<file path="src/rtl/mic_array_controller_if.sv">
// Sample stream from the microphone array controller into the audio DSP chain.
// The controller drives the master side and the consumer drives out_ready.
interface mic_array_controller_if #(
   parameter int NUM_LINES    = 2,
   parameter int SAMPLE_WIDTH = 24
);
   localparam int CH_W = $clog2(2 * NUM_LINES);

   logic [SAMPLE_WIDTH-1:0] out_data;
   logic [CH_W-1:0]         out_channel;
   logic                    out_last;
   logic                    out_valid;
   logic                    out_ready;

   modport master (output out_data, out_channel, out_last, out_valid, input out_ready);
   modport slave  (input out_data, out_channel, out_last, out_valid, output out_ready);
endinterface

</file>
<file path="src/rtl/mic_array_controller.sv">
// I2S master for the MEMS microphone array: generates SCK/WS, captures NUM_LINES data lines
// and drains each completed slot onto one valid/ready sample stream.
//
// state    | meaning
// ST_IDLE  | holding buffer empty, out_valid low
// ST_DRAIN | presenting buffered entries line 0..NUM_LINES-1
module mic_array_controller #(
   parameter int NUM_LINES    = 2,
   parameter int SCK_DIV      = 16,
   parameter int SAMPLE_WIDTH = 24
) (
   input  logic                 clk_in,
   input  logic                 rst_in,
   input  logic                 enable_in,
   input  logic [NUM_LINES-1:0] mic_data_in,
   output logic                 mic_sck_out,
   output logic                 mic_ws_out,
   output logic                 overrun_out,
   input  logic                 clear_overrun_in,
   mic_array_controller_if.master out_if
);
   localparam int CH_W  = $clog2(2 * NUM_LINES);
   localparam int DIV_W = $clog2(SCK_DIV);
   localparam int IDX_W = (NUM_LINES > 1) ? $clog2(NUM_LINES) : 1;
   localparam logic [DIV_W-1:0] DIV_TC    = DIV_W'(SCK_DIV - 1);
   localparam logic [4:0]       K_LAST    = 5'(SAMPLE_WIDTH);
   localparam logic [IDX_W-1:0] IDX_FIRST = '0;
   localparam logic [IDX_W-1:0] IDX_LAST  = IDX_W'(NUM_LINES - 1);

   typedef enum logic {ST_IDLE, ST_DRAIN} state_t;

   logic [NUM_LINES-1:0]    sync1_q, sync2_q;
   logic [DIV_W-1:0]        div_q;
   logic                    sck_q;
   logic [5:0]              bit_q;
   logic [SAMPLE_WIDTH-1:0] shift_q [NUM_LINES];
   logic                    load_q, load_ws_q;
   logic [SAMPLE_WIDTH-1:0] buf_q [NUM_LINES];
   logic                    buf_ws_q;
   state_t                  state_q;
   logic [IDX_W-1:0]        idx_q;
   logic                    valid_q, last_q, ovr_q;
   logic [SAMPLE_WIDTH-1:0] data_q;
   logic [CH_W-1:0]         chan_q;

   logic             tick, sample_en, in_window, hs;
   logic [IDX_W-1:0] idx_nxt;

   function automatic logic [CH_W-1:0] chan_of(input logic [IDX_W-1:0] line, input logic ws);
      return CH_W'({line, ws});
   endfunction

   function automatic logic is_last(input logic [IDX_W-1:0] line, input logic ws);
      return (line == IDX_LAST) && ws;
   endfunction

   assign tick      = (div_q == DIV_TC);
   // Last clk of the SCK high phase: data has been stable for the whole bit.
   assign sample_en = enable_in && tick && sck_q;
   assign in_window = (bit_q[4:0] != 5'd0) && (bit_q[4:0] <= K_LAST);
   assign hs        = valid_q && out_if.out_ready;
   assign idx_nxt   = idx_q + IDX_W'(1);

   always_ff @(posedge clk_in or posedge rst_in) begin
      if (rst_in) begin
         div_q <= '0;
         sck_q <= 1'b0;
         bit_q <= '0;
      end else if (!enable_in) begin
         div_q <= '0;
         sck_q <= 1'b0;
         bit_q <= '0;
      end else begin
         div_q <= tick ? '0 : div_q + DIV_W'(1);
         if (tick) begin
            sck_q <= ~sck_q;
            if (sck_q) bit_q <= bit_q + 6'd1;
         end
      end
   end

   always_ff @(posedge clk_in or posedge rst_in) begin
      if (rst_in) begin
         sync1_q   <= '0;
         sync2_q   <= '0;
         shift_q   <= '{default: '0};
         load_q    <= 1'b0;
         load_ws_q <= 1'b0;
      end else begin
         sync1_q <= mic_data_in;
         sync2_q <= sync1_q;
         load_q  <= sample_en && (bit_q[4:0] == K_LAST);
         if (sample_en) load_ws_q <= bit_q[5];
         if (sample_en && in_window) begin
            for (int l = 0; l < NUM_LINES; l++) begin
               shift_q[l] <= {shift_q[l][SAMPLE_WIDTH-2:0], sync2_q[l]};
            end
         end
      end
   end

   always_ff @(posedge clk_in or posedge rst_in) begin
      if (rst_in) begin
         buf_q    <= '{default: '0};
         buf_ws_q <= 1'b0;
         state_q  <= ST_IDLE;
         idx_q    <= '0;
         valid_q  <= 1'b0;
         data_q   <= '0;
         chan_q   <= '0;
         last_q   <= 1'b0;
         ovr_q    <= 1'b0;
      end else begin
         if (load_q) begin
            buf_q    <= shift_q;
            buf_ws_q <= load_ws_q;
            state_q  <= ST_DRAIN;
            idx_q    <= IDX_FIRST;
            valid_q  <= 1'b1;
            data_q   <= shift_q[0];
            chan_q   <= chan_of(IDX_FIRST, load_ws_q);
            last_q   <= is_last(IDX_FIRST, load_ws_q);
         end else if (state_q == ST_DRAIN && hs) begin
            if (idx_q == IDX_LAST) begin
               state_q <= ST_IDLE;
               valid_q <= 1'b0;
            end else begin
               idx_q  <= idx_nxt;
               data_q <= buf_q[idx_nxt];
               chan_q <= chan_of(idx_nxt, buf_ws_q);
               last_q <= is_last(idx_nxt, buf_ws_q);
            end
         end
         // A final-entry handshake coinciding with the reload leaves nothing unread.
         if (load_q && state_q == ST_DRAIN && !(hs && idx_q == IDX_LAST)) ovr_q <= 1'b1;
         else if (clear_overrun_in) ovr_q <= 1'b0;
      end
   end

   assign mic_sck_out        = sck_q;
   assign mic_ws_out         = bit_q[5];
   assign overrun_out        = ovr_q;
   assign out_if.out_valid   = valid_q;
   assign out_if.out_data    = data_q;
   assign out_if.out_channel = chan_q;
   assign out_if.out_last    = last_q;
endmodule

</file>
<file path="src/flat_wrapper.sv">
// flat-port wrapper written by rule: the top's interface ports become plain ports
module mic_array_controller_flat 
#(
   parameter int NUM_LINES    = 2,
   parameter int SCK_DIV      = 16,
   parameter int SAMPLE_WIDTH = 24
)
  (clk_in, rst_in, enable_in, mic_data_in, mic_sck_out, mic_ws_out, overrun_out, clear_overrun_in, out_if_out_data, out_if_out_channel, out_if_out_last, out_if_out_valid, out_if_out_ready);
  mic_array_controller_if #(.NUM_LINES(NUM_LINES), .SAMPLE_WIDTH(SAMPLE_WIDTH)) out_if_i ();
  input  logic clk_in;
  input  logic rst_in;
  input  logic enable_in;
  input  logic [NUM_LINES-1:0] mic_data_in;
  output logic mic_sck_out;
  output logic mic_ws_out;
  output logic overrun_out;
  input  logic clear_overrun_in;
  output wire logic [$bits(out_if_i.out_data)-1:0] out_if_out_data;
  output wire logic [$bits(out_if_i.out_channel)-1:0] out_if_out_channel;
  output wire logic [$bits(out_if_i.out_last)-1:0] out_if_out_last;
  output wire logic [$bits(out_if_i.out_valid)-1:0] out_if_out_valid;
  input wire logic [$bits(out_if_i.out_ready)-1:0] out_if_out_ready;
  assign out_if_out_data = out_if_i.out_data;
  assign out_if_out_channel = out_if_i.out_channel;
  assign out_if_out_last = out_if_i.out_last;
  assign out_if_out_valid = out_if_i.out_valid;
  assign out_if_i.out_ready = out_if_out_ready;
  mic_array_controller #(.NUM_LINES(NUM_LINES), .SCK_DIV(SCK_DIV), .SAMPLE_WIDTH(SAMPLE_WIDTH)) u_core (.clk_in(clk_in), .rst_in(rst_in), .enable_in(enable_in), .mic_data_in(mic_data_in), .mic_sck_out(mic_sck_out), .mic_ws_out(mic_ws_out), .overrun_out(overrun_out), .clear_overrun_in(clear_overrun_in), .out_if(out_if_i));
endmodule
</file>
<file path="config.mk">
export PLATFORM = sky130hd
export DESIGN_NAME = mic_array_controller_flat
export DESIGN_NICKNAME = d
export VERILOG_FILES = /design/src/rtl/mic_array_controller_if.sv /design/src/rtl/mic_array_controller.sv /design/src/flat_wrapper.sv
export SDC_FILE = /design/constraint.sdc
export NUM_CORES = 1
export LEC_CHECK = 0
export ABC_AREA = 0
export BUFFER_PORTS_ARGS = -buffer_cell sky130_fd_sc_hd__buf_2
export CAP_MARGIN = 20
export CELL_PAD_IN_SITES_DETAIL_PLACEMENT = 1
export CELL_PAD_IN_SITES_GLOBAL_PLACEMENT = 1
export CORE_AREA = 2 2 121 123
export DETAILED_ROUTE_END_ITERATION = 10
export DIE_AREA = 0 0 123 125
export HOLD_SLACK_MARGIN = 0.06
export PLACE_DENSITY = 0.67
export SLEW_MARGIN = 10
export SYNTH_ARGS = -nofsm -noshare
export SYNTH_HDL_FRONTEND = slang
export SYNTH_SLANG_ARGS = --single-unit
</file>
<file path="constraint.sdc">
create_clock -name clk_in -period 3.9 [get_ports clk_in]
set_input_delay 0.39 -clock clk_in [delete_from_list [all_inputs] [get_ports clk_in]]
set_output_delay 0.39 -clock clk_in [all_outputs]
set_load 0.02 [all_outputs]
</file>
==> results of run 1 <==
power breakdown:
group	switching, mW	total [mW]	leakage [nW]	internal (mW)
logic	0.0298	0.0373	1.06	0.00754
clock network	0.504	1.41	0.268	0.908
registers	0.00352	1.26	1.53	1.25
layout by cell type, fill, tap and decap left out, drive strengths merged, types with 3 or more instances in the layout:
master,netlist,routed
nor2,4,4
mux2i,27,27
dfrtp,120,120
inv,8,8
nand2,33,33
clkbuf,8,29
ha,3,3
clkinv,1,3
o21ai,30,30
mux2,73,73
buf,10,41
a21oi,9,9
registers in the layout, indices dropped and copies added (netlist names), 2 cells and up:
register,cells
u_core.shift_q,48
u_core.buf_q,24
u_core.out_if.out_data,24
u_core.bit_q,6
u_core.div_q,4
u_core.out_if.out_channel,2
u_core.sync1_q,2
u_core.sync2_q,2
metal layers:
metal  GRT usage (%)  routed length (µm)  share of wire [%]
met5               0                   0                  0
met1            17.8                4320                 48
met2            19.2                4240                 47
met3            3.97                 295                3.3
met4            5.82                 157                1.7
how the worst max path moves through the flow:
stage,cells after the start,startpoint,slack (ps),to
3_5_place_dp,6,u_core.bit_q[0]$_DFFE_PP0P_,1510,u_core.shift_q[5]$_DFFE_PP0P_
6_report,6,u_core.bit_q[0]$_DFFE_PP0P_,1520,u_core.shift_q[40]$_DFFE_PP0P_
5_1_grt,6,u_core.bit_q[0]$_DFFE_PP0P_,1390,u_core.shift_q[40]$_DFFE_PP0P_
2_1_floorplan,1,rst_in,320,u_core.bit_q[0]$_DFFE_PP0P_
3_3_place_gp,6,u_core.bit_q[0]$_DFFE_PP0P_,1560,u_core.shift_q[39]$_DFFE_PP0P_
4_1_cts,6,u_core.bit_q[0]$_DFFE_PP0P_,1510,u_core.shift_q[37]$_DFFE_PP0P_
Yosys cell counts:
library cell  number  area share, %
dfrtp_1          120             62
mux2_2            53             12
nand2_1           33            2.5
o21ai_0           30            3.1
mux2i_1           27            5.6
mux2_4            20            6.2
a21oi_1            9           0.93
clkbuf_1           8           0.62
inv_1              8           0.62
buf_2              5           0.51
nor2_1             4           0.31
ha_1               3           0.77
buf_12             2           0.82
buf_4              2           0.31
nand3_1            2           0.21
nand4_1            2           0.26
nor3b_1            2           0.31
or3_1              2           0.26
a21boi_0           1           0.15
and2_1             1           0.13
and4_1             1           0.18
buf_6              1           0.23
clkinv_1           1          0.077
nand2b_1           1           0.13
nand3b_1           1           0.15
nand4b_1           1           0.18
nor2b_1            1           0.13
o2111ai_2          1           0.31
o31ai_1            1           0.15
or2_2              1           0.13
or4_1              1           0.15
or4b_4             1           0.28
xnor2_1            1           0.18
xor2_1             1           0.18
kinds of logic after synthesis:
| group | synth area share, % |
|---|---|
| mux | 24.0 |
| compound gates | 4.63 |
| flops | 61.7 |
| buf+inv | 3.19 |
| fa+ha+maj | 0.771 |
| xor+xnor | 0.360 |
| simple gates | 5.35 |
cell type report:
class,count,area (µm²)
clock buffer,29,531
sequential,120,3000
timing repair buffer,41,228
inverter,9,36.3
fill,1491,8450
tap,184,230
multi-input combinational,201,1720
clock inverter,2,10.0
critical path, delay by kind of cell (launching register included):
family,cells,cell delay (ps)
buffers and inverters,2,680
AOI/OAI and AO/OA,1,110
and+or+nand+nor,1,470
muxes,1,410
adders and majority gates,1,150
DFF,1,400
==> metrics, run 1 <==
status=finished clean; postcts setup bufs=0; Reg clk slew, reported paths=50 ps; area post-placement=5220 µm²; Final Critical Period=2380 ps; largest net degree at the start of global routing=73; Slew @ Worst Pin=940 ps; cell count after synthesis=348; wire per inst=15.4 µm; post-CTS sizing=0; FF-to-FF End=u_core.shift_q[40]$_DFFE_PP0P_; gr ovfl total=0; Sink Count=120; dpl hpwl=5560 µm; final worst setup slack=1520 ps; max-cap violations=0; synthesized area=4870 µm²; nets=400; CTS Buf Count=17; area delta synth->final=18.3%; Setup Skew=4.88 ps; drt total wl=9010 µm; post-layout util=40.5%; row count=44; Hold Slack=91.9 ps; diode count=0; finished layout cell area=5760 µm²; IO Count=38; Core Area=14200 µm²; RSZ-0062 raised after global routing=false; die width=123 µm; TritonRoute pass-1 iters=4; deepest clock path buffer count=2; final setup fails=0; sequential area share after synthesis=61.7%; all-layer global routing usage=13.1%; Die Ht=125 µm; final std cells w/o fill=586; Final Total Pwr=2.70 mW; Crit Path Class=register to register; Slew Viols, Final=0; vias after detailed routing=2789; initial antenna violation count=0; syn_area_per_cell=14.0 µm²; Hold Path Class=input port to register; Setup crit start kind=register; Final TNS setup=0 ps; number of routed nets with antenna violations=0; Final Hold Violating Endpoints=0; Worst VDD drop=0.225 mV; PwrDens=470 nW/µm²; CTS tree=yes; Initial Util=34.3%; Critical Path RT=4180 ps; Rel. slew slack=37.1%; FF-to-FF Start=u_core.bit_q[0]$_DFFE_PP0P_; worst-path fanout max=48; H-tree Lvls=4; CP cell instances=inv_1 > ha_1 > or4b_4 > o2111ai_4 > buf_4 > mux2_2; vias in the first global route=3023; RePlAce Congestion=0.739; Worst-Skew Late Latency=400 ps; Placement Setup Slack=1510 ps; clock root buffer=clkbuf_16; CP Capture Type=register; R2R Setup Slk=1520 ps; Ys Warns=0; DR vias/cell=4.76; slowest CP cell=buf_4; Die ar.=15400 µm²; Hold Buf Count CTS=0; Max Clock Freq=420 MHz; worst reg2reg path depth=6; synthesis-stage register bit count=120; Post-route DRC=0; Net Count, Synth=358; Hold EP=u_core.sync1_q[0]$_DFF_PP0_; critical path arrival=2660 ps; Min-Delay Path Depth=1; Hold Startpoint=mic_data_in[0]; fin crit share=61.0%; Lkg Pwr=2.85 nW; placed insts=555; share of post-route cells with drive strength above 1=35.8%; Netlist cell types=34; global-route wire length before repair=15500 µm; drt initial violations=107; port bufs=37; max incr delay on CP=600 ps
Note: power is estimated with default switching activity, not from simulation.
==> inputs of run 2 (changes only) <==
Clock period 3.9 ns to 2.3 ns, I/O delays scaled along.
==> run 2 against run 1 <==
Effect of this change: cell count up 1.2%; flip-flop and latch count did not move; combinational power is 85% higher; design area increased by 2.3%; first-iteration DRC count down 23%; non-clock buffer count up 6; routed wire length decreased by 1.1%; sequential power is 69% higher; clock skew is essentially flat; critical endpoint is now u_core.shift_q[23]$_DFFE_PP0P_; largest power group unchanged.
==> metrics, run 2 (synthesized netlist as in run 1, its figures left out) <==
status=finished clean (unchanged); nets=406 (was 400); all-layer global routing usage=13.0% (was 13.1%); H-tree Lvls=4 (unchanged); Sw Share=21.2% (was 19.9%); Final Critical Period=2110 ps (was 2380 ps); TritonRoute pass-1 iters=4 (unchanged); Sw Pwr=1.04 mW (was 0.537 mW); port bufs=37 (unchanged); Rel. slew slack=58.1% (was 37.1%); clock power share=55.0% (was 52.2%); Max Clock Freq=473 MHz (was 420 MHz); commonest non-fill, non-tap cell in the layout=dfrtp_1 (unchanged); area delta synth->final=21.0% (was 18.3%); crit path from=u_core.bit_q[0]$_DFFE_PP0P_ (unchanged); dpl hpwl=5370 µm (was 5560 µm); sequential power share=43.6% (was 46.4%); Lkg Pwr=2.90 nW (was 2.85 nW); CTS Buf Count=17 (unchanged); deepest clock path buffer count=2 (unchanged); drt initial violations=82 (was 107); wire per inst=15.0 µm (was 15.4 µm); RSZ-0062 raised after global routing=false (unchanged); worst reg2reg path depth=6 (unchanged); Worst VDD drop=0.476 mV (was 0.225 mV); Reg clk slew, reported paths=60 ps (was 50 ps); initial antenna violation count=0 (unchanged); CTS tree=yes (unchanged); drt total wl=8920 µm (was 9010 µm); Worst-Skew Late Latency=410 ps (was 400 ps); Die Ht=125 µm (unchanged); Final TNS setup=0 ps (unchanged); max-cap violations=0 (unchanged); FF-to-FF End=u_core.shift_q[23]$_DFFE_PP0P_ (was u_core.shift_q[40]$_DFFE_PP0P_); Post-route DRC=0 (unchanged); DR vias/cell=4.67 (was 4.76); number of flip-flops in the largest register=48 (unchanged); final setup fails=0 (unchanged); critical path arrival=2410 ps (was 2660 ps); Setup Skew=4.52 ps (was 4.88 ps); Sink Count=120 (unchanged); gr ovfl total=0 (unchanged); Int Pwr=3.84 mW (was 2.17 mW); PwrDens=828 nW/µm² (was 470 nW/µm²); Initial Util=34.3% (unchanged); R2R Setup Slk=190 ps (was 1520 ps); Hold Path Class=input port to register (unchanged); worst-path fanout max=22 (was 48); IO Count=38 (unchanged); Core Area=14200 µm² (unchanged); clock root buffer=clkbuf_16 (unchanged); Crit Path Class=register to register (unchanged); row count=44 (unchanged); Setup crit start kind=register (unchanged); vias after detailed routing=2772 (was 2789); Final Hold Violating Endpoints=0 (unchanged); commonest cells after routing, fill and taps aside=dfrtp_1, mux2_2, buf_2 (unchanged); RePlAce Congestion=0.703 (was 0.739); vias in the first global route=3004 (was 3023); largest net degree at the start of global routing=121 (was 73); share of post-route cells with drive strength above 1=37.4% (was 35.8%); Die ar.=15400 µm² (unchanged); post-layout util=41.5% (was 40.5%); Critical Path End=u_core.shift_q[23]$_DFFE_PP0P_ (was u_core.shift_q[40]$_DFFE_PP0P_); Hold Slack=104 ps (was 91.9 ps); CP Capture Type=register (unchanged); Slew Viols, Final=0 (unchanged); global-route wire length before repair=15500 µm (about the same); combinational power share=1.4% (about the same); post-CTS sizing=0 (unchanged); die width=123 µm (unchanged); Slew @ Worst Pin=629 ps (was 940 ps); diode count=0 (unchanged); fin crit share=91.9% (was 61.0%); Largest Register=u_core.shift_q (unchanged); Critical Path RT=2590 ps (was 4180 ps); placed insts=557 (was 555); number of routed nets with antenna violations=0 (unchanged); FF-to-FF Start=u_core.bit_q[0]$_DFFE_PP0P_ (unchanged); final std cells w/o fill=593 (was 586)
[run 2: changes by cell type in the layout (fill, tap and decap cells not counted), moves of 2 or more]
cell,before,now
clkbuf_1,6,0
bufinv_16,0,3
dlygate4sd3_1,0,4
clkinvlp_4,0,6
clkbuf_8,6,0
inv_6,0,2
clkinv_4,0,2
[run 2: layout make-up]
type	instances	area [µm²]
clock buffer	17	425
clock inverter	15	178
fill	1485	8310
inverter	9	37.5
multi-input combinational	201	1720
sequential	120	3000
tap	184	230
timing repair buffer	47	295
[run 2: power by group through the flow]
stage               logic (mW)  clock network (mW)  registers [mW]
CTS                     0.0733                2.76            2.13
global route            0.0811                2.86            2.13
finish                  0.0689                2.68            2.13
global placement        0.0653                   0            2.16
detailed placement      0.0685                   0            2.16
floorplan               0.0407                   0            2.16
[run 2: timing repair]
| action | 4_1_cts | 5_1_grt |
|---|---|---|
| hold buffers | 4 | 0 |
| setup buffers | 0 | 0 |
| endpoints found under the hold margin | 123 | 0 |
[run 2: through the flow]
step	power [mW]	setup slack (ps)	instance area, µm²
floorplan	2.20	393	4870
global placement	2.23	240	5250
detailed placement	2.23	204	5250
CTS	4.95	185	5890
global route	5.07	76.8	5890
finish	4.88	186	5890
[run 2: layer usage]
metal / vias to the layer above / GRT usage (%) / wire length, µm
met1: 1409 / 17.8 / 4340
met5: - / 0 / 0
met3: 14 / 4.29 / 236
li1: 1311 / - / -
met4: 0 / 5.48 / 174
met2: 38 / 18.9 / 4160
[run 2: critical path: stages, from the launching register on]
cell	delay [ps]
dfrtp_1	410
inv_1	90
ha_1	150
or4b_4	470
o2111ai_4	130
buf_4	350
mux2_2	380
[run 2: worst min path at each step]
stage	depth (start not counted)	slack [ps]	startpoint	end
final	3	100	out_if_out_ready	u_core.idx_q$_DFFE_PP0P_
after global routing	3	140	out_if_out_ready	u_core.idx_q$_DFFE_PP0P_
after CTS	3	90	out_if_out_ready	u_core.idx_q$_DFFE_PP0P_
after detailed placement	0	340	u_core.sync1_q[0]$_DFF_PP0_	u_core.sync2_q[0]$_DFF_PP0_
after global placement	0	330	u_core.sync1_q[0]$_DFF_PP0_	u_core.sync2_q[0]$_DFF_PP0_
after floorplan	0	260	mic_data_in[0]	u_core.sync1_q[0]$_DFF_PP0_
